[src/rtl/multicycle_control_unit.sv]
// Multicycle RV32I control unit: latches one instruction word and steps it through
// FETCH/DECODE/EXEC/MEM/WB, driving datapath mux selects, strobes and memory handshakes.
module multicycle_control_unit #(
    parameter int ALUOP_W     = 4,
    parameter int MEM_TIMEOUT = 16
) (
    input  logic               i_clk,
    input  logic               i_rst_n,
    input  logic [31:0]        i_instr,
    input  logic               i_instr_valid,
    output logic               o_instr_ready,
    input  logic               i_mem_ready,
    input  logic               i_beq,
    input  logic               i_blt,
    output logic               o_pc_we,
    output logic               o_pc_sel,
    output logic               o_reg_we,
    output logic [2:0]         o_imm_sel,
    output logic               o_a_sel,
    output logic               o_b_sel,
    output logic               o_br_un,
    output logic [ALUOP_W-1:0] o_alu_op,
    output logic [1:0]         o_wb_sel,
    output logic               o_mem_req,
    output logic               o_mem_we,
    output logic [2:0]         o_mem_size,
    output logic               o_illegal,
    output logic [2:0]         o_dbg_state,
    output logic [31:0]        o_dbg_ir
);

    // Handshake: an instruction transfers on a rising edge where i_instr_valid and
    // o_instr_ready are both high; o_instr_ready is high only in FETCH outside reset.

    localparam int CNT_W = $clog2(MEM_TIMEOUT + 1);

    localparam logic [6:0] OP_R      = 7'b0110011;
    localparam logic [6:0] OP_IMM    = 7'b0010011;
    localparam logic [6:0] OP_LOAD   = 7'b0000011;
    localparam logic [6:0] OP_STORE  = 7'b0100011;
    localparam logic [6:0] OP_LUI    = 7'b0110111;
    localparam logic [6:0] OP_AUIPC  = 7'b0010111;
    localparam logic [6:0] OP_JAL    = 7'b1101111;
    localparam logic [6:0] OP_JALR   = 7'b1100111;
    localparam logic [6:0] OP_BRANCH = 7'b1100011;

    localparam logic [3:0] ALU_AND   = 4'd1;
    localparam logic [3:0] ALU_OR    = 4'd2;
    localparam logic [3:0] ALU_XOR   = 4'd3;
    localparam logic [3:0] ALU_ADD   = 4'd4;
    localparam logic [3:0] ALU_SUB   = 4'd5;
    localparam logic [3:0] ALU_SRL   = 4'd6;
    localparam logic [3:0] ALU_SLL   = 4'd7;
    localparam logic [3:0] ALU_SRA   = 4'd8;
    localparam logic [3:0] ALU_SLT   = 4'd9;
    localparam logic [3:0] ALU_SLTU  = 4'd10;
    localparam logic [3:0] ALU_PASSB = 4'd11;

    typedef enum logic [2:0] {
        S_FETCH  = 3'd0,
        S_DECODE = 3'd1,
        S_EXEC   = 3'd2,
        S_MEM    = 3'd3,
        S_WB     = 3'd4,
        S_TRAP   = 3'd5
    } state_t;

    state_t             r_state;
    state_t             w_next;
    logic [31:0]        r_ir;
    logic [CNT_W-1:0]   r_cnt;
    logic               r_illegal;

    logic [6:0]         w_opcode;
    logic [2:0]         w_f3;
    logic [6:0]         w_f7;
    logic [4:0]         w_rd;
    logic               w_is_store;
    logic               w_is_load;
    logic               w_is_branch;
    logic               w_is_jump;
    logic               w_dec_ok;
    logic               w_taken;
    logic [3:0]         w_alu;
    logic               w_timeout;

    assign w_opcode    = r_ir[6:0];
    assign w_rd        = r_ir[11:7];
    assign w_f3        = r_ir[14:12];
    assign w_f7        = r_ir[31:25];
    assign w_is_store  = (w_opcode == OP_STORE);
    assign w_is_load   = (w_opcode == OP_LOAD);
    assign w_is_branch = (w_opcode == OP_BRANCH);
    assign w_is_jump   = (w_opcode == OP_JAL) || (w_opcode == OP_JALR);
    assign w_timeout   = (r_cnt == CNT_W'(MEM_TIMEOUT - 1));

    assign o_alu_op    = ALUOP_W'(w_alu);
    assign o_mem_size  = w_f3;
    assign o_illegal   = r_illegal;
    assign o_dbg_state = r_state;
    assign o_dbg_ir    = r_ir;

    function automatic logic [3:0] f3_to_alu(input logic [2:0] f3, input logic alt);
        case (f3)
            3'd0:    f3_to_alu = alt ? ALU_SUB : ALU_ADD;
            3'd1:    f3_to_alu = ALU_SLL;
            3'd2:    f3_to_alu = ALU_SLT;
            3'd3:    f3_to_alu = ALU_SLTU;
            3'd4:    f3_to_alu = ALU_XOR;
            3'd5:    f3_to_alu = alt ? ALU_SRA : ALU_SRL;
            3'd6:    f3_to_alu = ALU_OR;
            default: f3_to_alu = ALU_AND;
        endcase
    endfunction

    // Legality of the latched word; branch funct3 2/3 is caught later in EXEC.
    always_comb begin
        w_dec_ok = 1'b1;
        case (w_opcode)
            OP_R:      w_dec_ok = (w_f7 == 7'h00) ||
                                  ((w_f7 == 7'h20) && ((w_f3 == 3'd0) || (w_f3 == 3'd5)));
            OP_IMM: begin
                if (w_f3 == 3'd1)
                    w_dec_ok = (w_f7 == 7'h00);
                else if (w_f3 == 3'd5)
                    w_dec_ok = (w_f7 == 7'h00) || (w_f7 == 7'h20);
            end
            OP_LOAD, OP_STORE, OP_LUI, OP_AUIPC,
            OP_JAL, OP_JALR, OP_BRANCH: w_dec_ok = 1'b1;
            default:   w_dec_ok = 1'b0;
        endcase
    end

    // Datapath setup depends only on the IR, so it stays stable through EXEC/MEM/WB.
    always_comb begin
        w_alu     = ALU_ADD;
        o_imm_sel = 3'd0;
        o_a_sel   = 1'b0;
        o_b_sel   = 1'b1;
        o_br_un   = 1'b0;
        o_wb_sel  = 2'd1;
        case (w_opcode)
            OP_R: begin
                o_b_sel = 1'b0;
                w_alu   = f3_to_alu(w_f3, w_f7[5]);
            end
            OP_IMM:    w_alu = f3_to_alu(w_f3, (w_f3 == 3'd5) && w_f7[5]);
            OP_LOAD:   o_wb_sel = 2'd0;
            OP_STORE:  o_imm_sel = 3'd1;
            OP_LUI: begin
                o_imm_sel = 3'd3;
                w_alu     = ALU_PASSB;
            end
            OP_AUIPC: begin
                o_a_sel   = 1'b1;
                o_imm_sel = 3'd3;
            end
            OP_JAL: begin
                o_a_sel   = 1'b1;
                o_imm_sel = 3'd4;
                o_wb_sel  = 2'd2;
            end
            OP_JALR:   o_wb_sel = 2'd2;
            OP_BRANCH: begin
                o_a_sel   = 1'b1;
                o_imm_sel = 3'd2;
                o_br_un   = w_f3[2] & w_f3[1];
            end
            default: ;
        endcase
    end

    always_comb begin
        case (w_f3)
            3'd0:    w_taken = i_beq;
            3'd1:    w_taken = ~i_beq;
            3'd4:    w_taken = i_blt;
            3'd5:    w_taken = ~i_blt;
            3'd6:    w_taken = i_blt;
            3'd7:    w_taken = ~i_blt;
            default: w_taken = 1'b0;
        endcase
    end

    always_comb begin
        w_next        = r_state;
        o_instr_ready = 1'b0;
        o_pc_we       = 1'b0;
        o_pc_sel      = 1'b0;
        o_reg_we      = 1'b0;
        o_mem_req     = 1'b0;
        o_mem_we      = 1'b0;
        case (r_state)
            S_FETCH: begin
                o_instr_ready = i_rst_n;
                if (i_instr_valid)
                    w_next = S_DECODE;
            end
            S_DECODE: w_next = w_dec_ok ? S_EXEC : S_TRAP;
            S_EXEC: begin
                if (w_is_branch) begin
                    if (w_f3[2:1] == 2'b01) begin
                        w_next = S_TRAP;
                    end else begin
                        o_pc_we  = 1'b1;
                        o_pc_sel = w_taken;
                        w_next   = S_FETCH;
                    end
                end else if (w_is_load || w_is_store) begin
                    w_next = S_MEM;
                end else begin
                    w_next = S_WB;
                end
            end
            S_MEM: begin
                o_mem_req = 1'b1;
                o_mem_we  = w_is_store;
                if (i_mem_ready) begin
                    o_pc_we = w_is_store;
                    w_next  = w_is_store ? S_FETCH : S_WB;
                end else if (w_timeout) begin
                    w_next = S_TRAP;
                end
            end
            S_WB: begin
                o_reg_we = (w_rd != 5'd0);
                o_pc_we  = 1'b1;
                o_pc_sel = w_is_jump;
                w_next   = S_FETCH;
            end
            S_TRAP:  w_next = S_TRAP;
            default: w_next = S_FETCH;
        endcase
    end

    always_ff @(posedge i_clk or negedge i_rst_n) begin
        if (!i_rst_n) begin
            r_state   <= S_FETCH;
            r_ir      <= '0;
            r_cnt     <= '0;
            r_illegal <= 1'b0;
        end else begin
            r_state <= w_next;
            if ((r_state == S_FETCH) && i_instr_valid)
                r_ir <= i_instr;
            r_cnt     <= ((r_state == S_MEM) && (w_next == S_MEM)) ? r_cnt + 1'b1 : '0;
            r_illegal <= r_illegal | (w_next == S_TRAP);
        end
    end

endmodule

[config.mk]
export PLATFORM = sky130hd
export DESIGN_NAME = multicycle_control_unit
export DESIGN_NICKNAME = d
export VERILOG_FILES = /design/src/rtl/multicycle_control_unit.sv
export SDC_FILE = /design/constraint.sdc
export NUM_CORES = 1
export LEC_CHECK = 0
export BUFFER_PORTS_ARGS = -buffer_cell sky130_fd_sc_hd__buf_2
export CORE_ASPECT_RATIO = 0.75
export CORE_UTILIZATION = 35
export DETAILED_ROUTE_END_ITERATION = 10
export PLACE_DENSITY = 0.67
export SLEW_MARGIN = 0
export SYNTH_ARGS = -nofsm -noshare
export SYNTH_HDL_FRONTEND = slang
export SYNTH_SLANG_ARGS = --single-unit
[constraint.sdc]
create_clock -name i_clk -period 5 [get_ports i_clk]
set_clock_uncertainty 0.2 [all_clocks]
set_input_delay 0.25 -clock i_clk [delete_from_list [all_inputs] [get_ports i_clk]]
set_output_delay 0.25 -clock i_clk [all_outputs]
set_load 0.005 [all_outputs]
Word level (Yosys, flattened, before mapping) --
Index checks and enable logic that the tools add are counted.
Word-level totals: input bits 38, register bits after elaboration 41, output and inout bits 57
Operators by class: reduce and logical (&&, ||, !) cells 19, add/sub/neg operators 1, bitwise gates (word level) 4, equality and inequality tests 26, mux-type cells 37
Operators by type and width (count):
- one-hot mux 4 bit (7 select lines) | 2
- equality test 7 x 6 -> 1 bit, second input constant | 4
- 2-to-1 mux 3 bit | 8
- equality test 3 bit, second input constant | 7
- equality test 7 bit, second input constant | 3
- 2-to-1 mux 1 bit | 16
- equality test 3 x 2 -> 1 bit, second input constant | 5
- one-hot mux 3 bit (5 select lines) | 1
- equality test 7 x 5 -> 1 bit, second input constant | 2
- one-hot mux 3 bit (4 select lines) | 1
- one-hot mux 4 bit (3 select lines) | 1
- 2-to-1 mux 4 bit | 2
- OR reduction 2 bit | 4
- equality test 7 x 2 -> 1 bit, second input constant | 1
- logical NOT 7 bit | 1
- OR reduction 7 bit | 1
- equality test 3 x 1 -> 1 bit, second input constant | 2
- logical NOT 3 bit | 2
- one-hot mux 1 bit (3 select lines) | 2
- adder 5 x 1 -> 5 bit, second input constant | 1
- equality test 5 x 4 -> 1 bit, second input constant | 1
- logical OR 1 bit | 5
- 2-to-1 mux 5 bit | 1
- nonzero test 5 bit | 1
- other kinds (9) | 13

Longest topological paths before layout --
word-level depth 10, gate-level depth with buffers 8, depth with buffers taken out 8

Worst setup path after synthesis --
Ideal clock, no wire load.
kind register to output, from register r_ir[3], in the netlist o_dbg_ir[3], to output port o_pc_we, slack 3058 ps, required time 4550 ps, buffers on the path 1, stages on the path, launching flop included 7, arrival time 1492 ps, cells stage by stage dfrtp_1 -> clkbuf_1 -> nor3_1 -> nor3b_1 -> and3_1 -> nand2_1 -> nand3_1
On the way: longest elaborated chain between the ends 3, elaborated cells between the ends (all ways) 5, classes of those cells eq/ne: 2; mux: 3
RTL lines:
- from (decl) | RTL line 70 | logic [31:0] r_ir;
- from (signal assigned) | RTL line 245 | r_ir <= i_instr;
- equality test 7 x 6 -> 1 bit or equality test 7 bit (tied branches) | RTL line 91, 93
- 2-to-1 mux 1 bit (on tied branches) | RTL line 218, 201
- one-hot mux 1 bit (3 select lines) (*) | RTL line 193 | case (r_state)
- to (decl) | RTL line 15 | output logic o_pc_we,
Every way passes the cells marked *; elsewhere a longest branch is shown, timed or not.

Worst setup path after layout --
from register r_ir[6], in the netlist o_dbg_ir[6], to output port o_alu_op[0]
On the way: longest elaborated chain between the ends 2, elaborated cells between the ends (all ways) 4, classes of those cells eq/ne: 3; mux: 1
RTL lines:
- equality test 7 x 6 -> 1 bit or equality test 7 x 5 -> 1 bit (tied branches) | RTL line 142 | case (w_opcode)
- one-hot mux 4 bit (3 select lines) (*) | RTL line 142
- to (decl) | RTL line 22 | output logic [ALUOP_W-1:0] o_alu_op,
Marks and branches as above.

==> flow_metrics.env <==
export IMPL_r2r_setup_slack_ns=2.88
export IMPL_seq_area_mm2=0.00103
export IMPL_clk_pin_slew_ns=0.08
export IMPL_nets=367
export IMPL_synth_ff_type="dfrtp_1"
export IMPL_die_width_um=92.7
export IMPL_multiInputGateArea_mm2=0.00103
export IMPL_ant_nets=0
export IMPL_pin_count=95
export IMPL_fmax_mhz=400
export IMPL_numCtsBuffers=5
export IMPL_cts_root_buf="clkbuf_8"
export IMPL_p_per_area_mw_per_mm2=231
export IMPL_syn_nets=248
export IMPL_timing_slew_headroom=0.379
export IMPL_min_from="i_mem_ready"
export IMPL_cp_data_arrival_time_ns=2.05
export IMPL_cts_hold_buf=33
export IMPL_period_share=0.500
export IMPL_yosysTopAreaCell="dfrtp_1"
export IMPL_status="complete, no violations"
export IMPL_slew_violations=0
export IMPL_worstHoldPathType="input pin to flop"
export IMPL_synth_top_family_by_area="simple AND/OR/NAND/NOR gates"
export IMPL_setup_worst_path_start="o_dbg_ir[6]$_DFFE_PN0P_"
export IMPL_routabilityCongestion=0.792
export IMPL_maxCapViolCount=0
export IMPL_synthCells=208
export IMPL_vias_per_cell=4.97
export IMPL_setup_viol=0
export IMPL_setup_worst_path_class="flop to primary output"
export IMPL_synth_seq_cells=41
export IMPL_tns_ns=0
export IMPL_h_tree_depth=2
export IMPL_yosysSeqAreaShare=0.475
export IMPL_finalWirelength_um=5750
export IMPL_drive_above_1_share=0.416
export IMPL_worst_r2r_startpoint="o_dbg_ir[6]$_DFFE_PN0P_"
export IMPL_hold_viol=0
export IMPL_cp_max_fo=12
export IMPL_antenna_found_initial=0
export IMPL_cts_tree="built"
export IMPL_drt_pass1_iterations=4
export IMPL_p_int_w=0.000545
export IMPL_synth_area_leaders="dfrtp_1, mux2_2, o21ai_0"
export IMPL_p_seq_frac=0.510
export IMPL_start_util=0.367
export IMPL_final_min_clock_period_ns=2.50
export IMPL_sw_frac_of_total=0.235
export IMPL_grt_pass1_vias=1935
export IMPL_yosysWarnings=0
export IMPL_synth_xor_area_frac=0.0162
export IMPL_synthSimpleGateAreaFrac=0.179
export IMPL_worstPathRequired_ns=4.55
export IMPL_num_rows=24
export IMPL_wl_per_cell_um=14.2
export IMPL_tightest_slew_ns=0.931
export IMPL_syn_area_mm2=0.00216
export IMPL_coreArea_mm2=0.00589
export IMPL_grt_usage=0.187
export IMPL_netlist_cell_type_count=45
export IMPL_io_buffers=94
export IMPL_power_switching_w=0.000167
export IMPL_peakVddDrop_mv=0.118
export IMPL_dpl_hpwl_um=3870
export IMPL_p_clk_frac=0.361
export IMPL_fin_cells=405
export IMPL_worstSetupEndpointType="primary output"
export IMPL_synth_compound_area_share=0.114
export IMPL_rsz0062_at_grt="no"
export IMPL_grt_start_max_net_pins=43
export IMPL_start_kind="flop"
export IMPL_num_vias=2011
export IMPL_fillCellCount=543
export IMPL_die_h_um=70.0
export IMPL_drc=0
export IMPL_clk_latency_ns=0.29
export IMPL_cts_sinks=41
export IMPL_cts_resized_gates=0
export IMPL_synth_top_area_share=0.475
export IMPL_area_growth_pct=43.0
export IMPL_synthMuxAreaShare=0.156
export IMPL_syn_area_per_cell_um2=10.4
export IMPL_clock_path_buffers=2
export IMPL_placed_cells=365
export IMPL_synthAdderAreaFrac=0.0116
export IMPL_pwr_share_comb=0.129
export IMPL_cts_setup_buffers=0
export IMPL_holdWs_ns=0.174
export IMPL_first_iter_violations=83
export IMPL_leakage_nw=1.53
export IMPL_diodes=0
export IMPL_grt_first_pass_wirelength_um=9380
export IMPL_overflow=0
export IMPL_synth_edff_count=0
export IMPL_async_flop_share=1.00
export IMPL_die_area_mm2=0.00650
-- routing by layer --
layer  part of all wire  track usage
met1               0.45        0.251
met2               0.46        0.296
met3              0.075       0.0381
met4              0.015       0.0718
met5                  0            0
-- cell usage after synthesis (2+ instances only) --
library cell  count
ha_1              2
xnor2_1           2
o21a_1            4
mux2_1            2
dfrtp_1          41
nor3b_1           4
nand2b_1          3
a211oi_1          3
nor3_1            3
nand4_1           3
nand3_1           4
and2_1            2
inv_1             6
nor2_1           17
nand2_1          18
a21oi_1           8
a22oi_1           2
buf_2             8
o21ai_0          14
buf_4             3
mux2_2           28
clkbuf_1          5
and3_1            3
xor2_1            2
-- final cells by class --
class | count | area share
Inverter | 6 | 0.00729
Multi-Input combinational cell | 145 | 0.334
Tap cell | 78 | 0.0316
Clock buffer | 5 | 0.0223
Sequential cell | 41 | 0.332
Clock inverter | 2 | 0.0113
Timing Repair Buffer | 128 | 0.262
-- power by group through the flow --
stage	sequential, W	clock, W	combinational [W]
3_5_place_dp	0.000369	0	0.0000730
3_3_place_gp	0.000368	0	0.0000713
6_report	0.000363	0.000258	0.0000920
4_1_cts	0.000363	0.000264	0.0000929
5_1_grt	0.000366	0.000282	0.000102
2_1_floorplan	0.000362	0	0.0000380
-- cell families (layout without fill, tap and decap cells) --
kind of cell / Yosys count / after routing
AND/OR/NAND/NOR: 70 / 70
flip-flops: 41 / 41
AO/OA/AOI/OAI: 39 / 39
multiplexers: 30 / 30
buffers and inverters: 22 / 141
XOR/XNOR: 4 / 4
adder cells (fa/ha/maj): 2 / 2
-- path summary, 6_finish.rpt --
kind                                            endpoint  cells past startpoint
worst max-delay path                         o_alu_op[0]                      4
worst min-delay path                  r_cnt[1]$_DFF_PN0_                      3
worst max register to register       o_illegal$_DFF_PN0_                      5
worst min register to register        r_cnt[0]$_DFF_PN0_                      1
max in group asynchronous       o_dbg_ir[22]$_DFFE_PN0P_                      2
min in group asynchronous             r_cnt[3]$_DFF_PN0_                      2
-- sequential cells by signal, summed over array words and instances (netlist names) --
name and count:
o_illegal 1, o_dbg_ir 32, o_dbg_state 3, r_cnt 5
-- cells in the final DEF, fill, tap and decap left out, drive strengths merged, types with 3 or more instances in the layout --
| master | count |
|---|---|
| a211oi | 3 |
| a21oi | 8 |
| and3 | 3 |
| buf | 95 |
| clkbuf | 5 |
| dfrtp | 41 |
| dlygate4sd3 | 33 |
| inv | 6 |
| mux2 | 30 |
| nand2 | 18 |
| nand2b | 3 |
| nand3 | 4 |
| nand4 | 3 |
| nor2 | 18 |
| nor3 | 4 |
| nor3b | 4 |
| o21a | 4 |
| o21ai | 14 |
-- stage by stage --
step | utilization | power [W] | setup slack [ns] | instance area, um^2
final | 0.525 | 0.000713 | 2.50 | 3090
after global routing | 0.525 | 0.000750 | 2.29 | 3090
after CTS | 0.525 | 0.000720 | 2.52 | 3090
after detailed placement | 0.451 | 0.000442 | 2.86 | 2660
after global placement | 0.451 | 0.000440 | 2.90 | 2660
after floorplan | - | 0.000400 | 3.06 | 2160
-- critical path: stages (launching register included) --
cell and delay [ns]:
dfrtp_1 0.51, and2b_1 0.28, or4b_1 0.59, o21ai_0 0.23
buf_2 0.14
(Power assumes the default switching activity.)
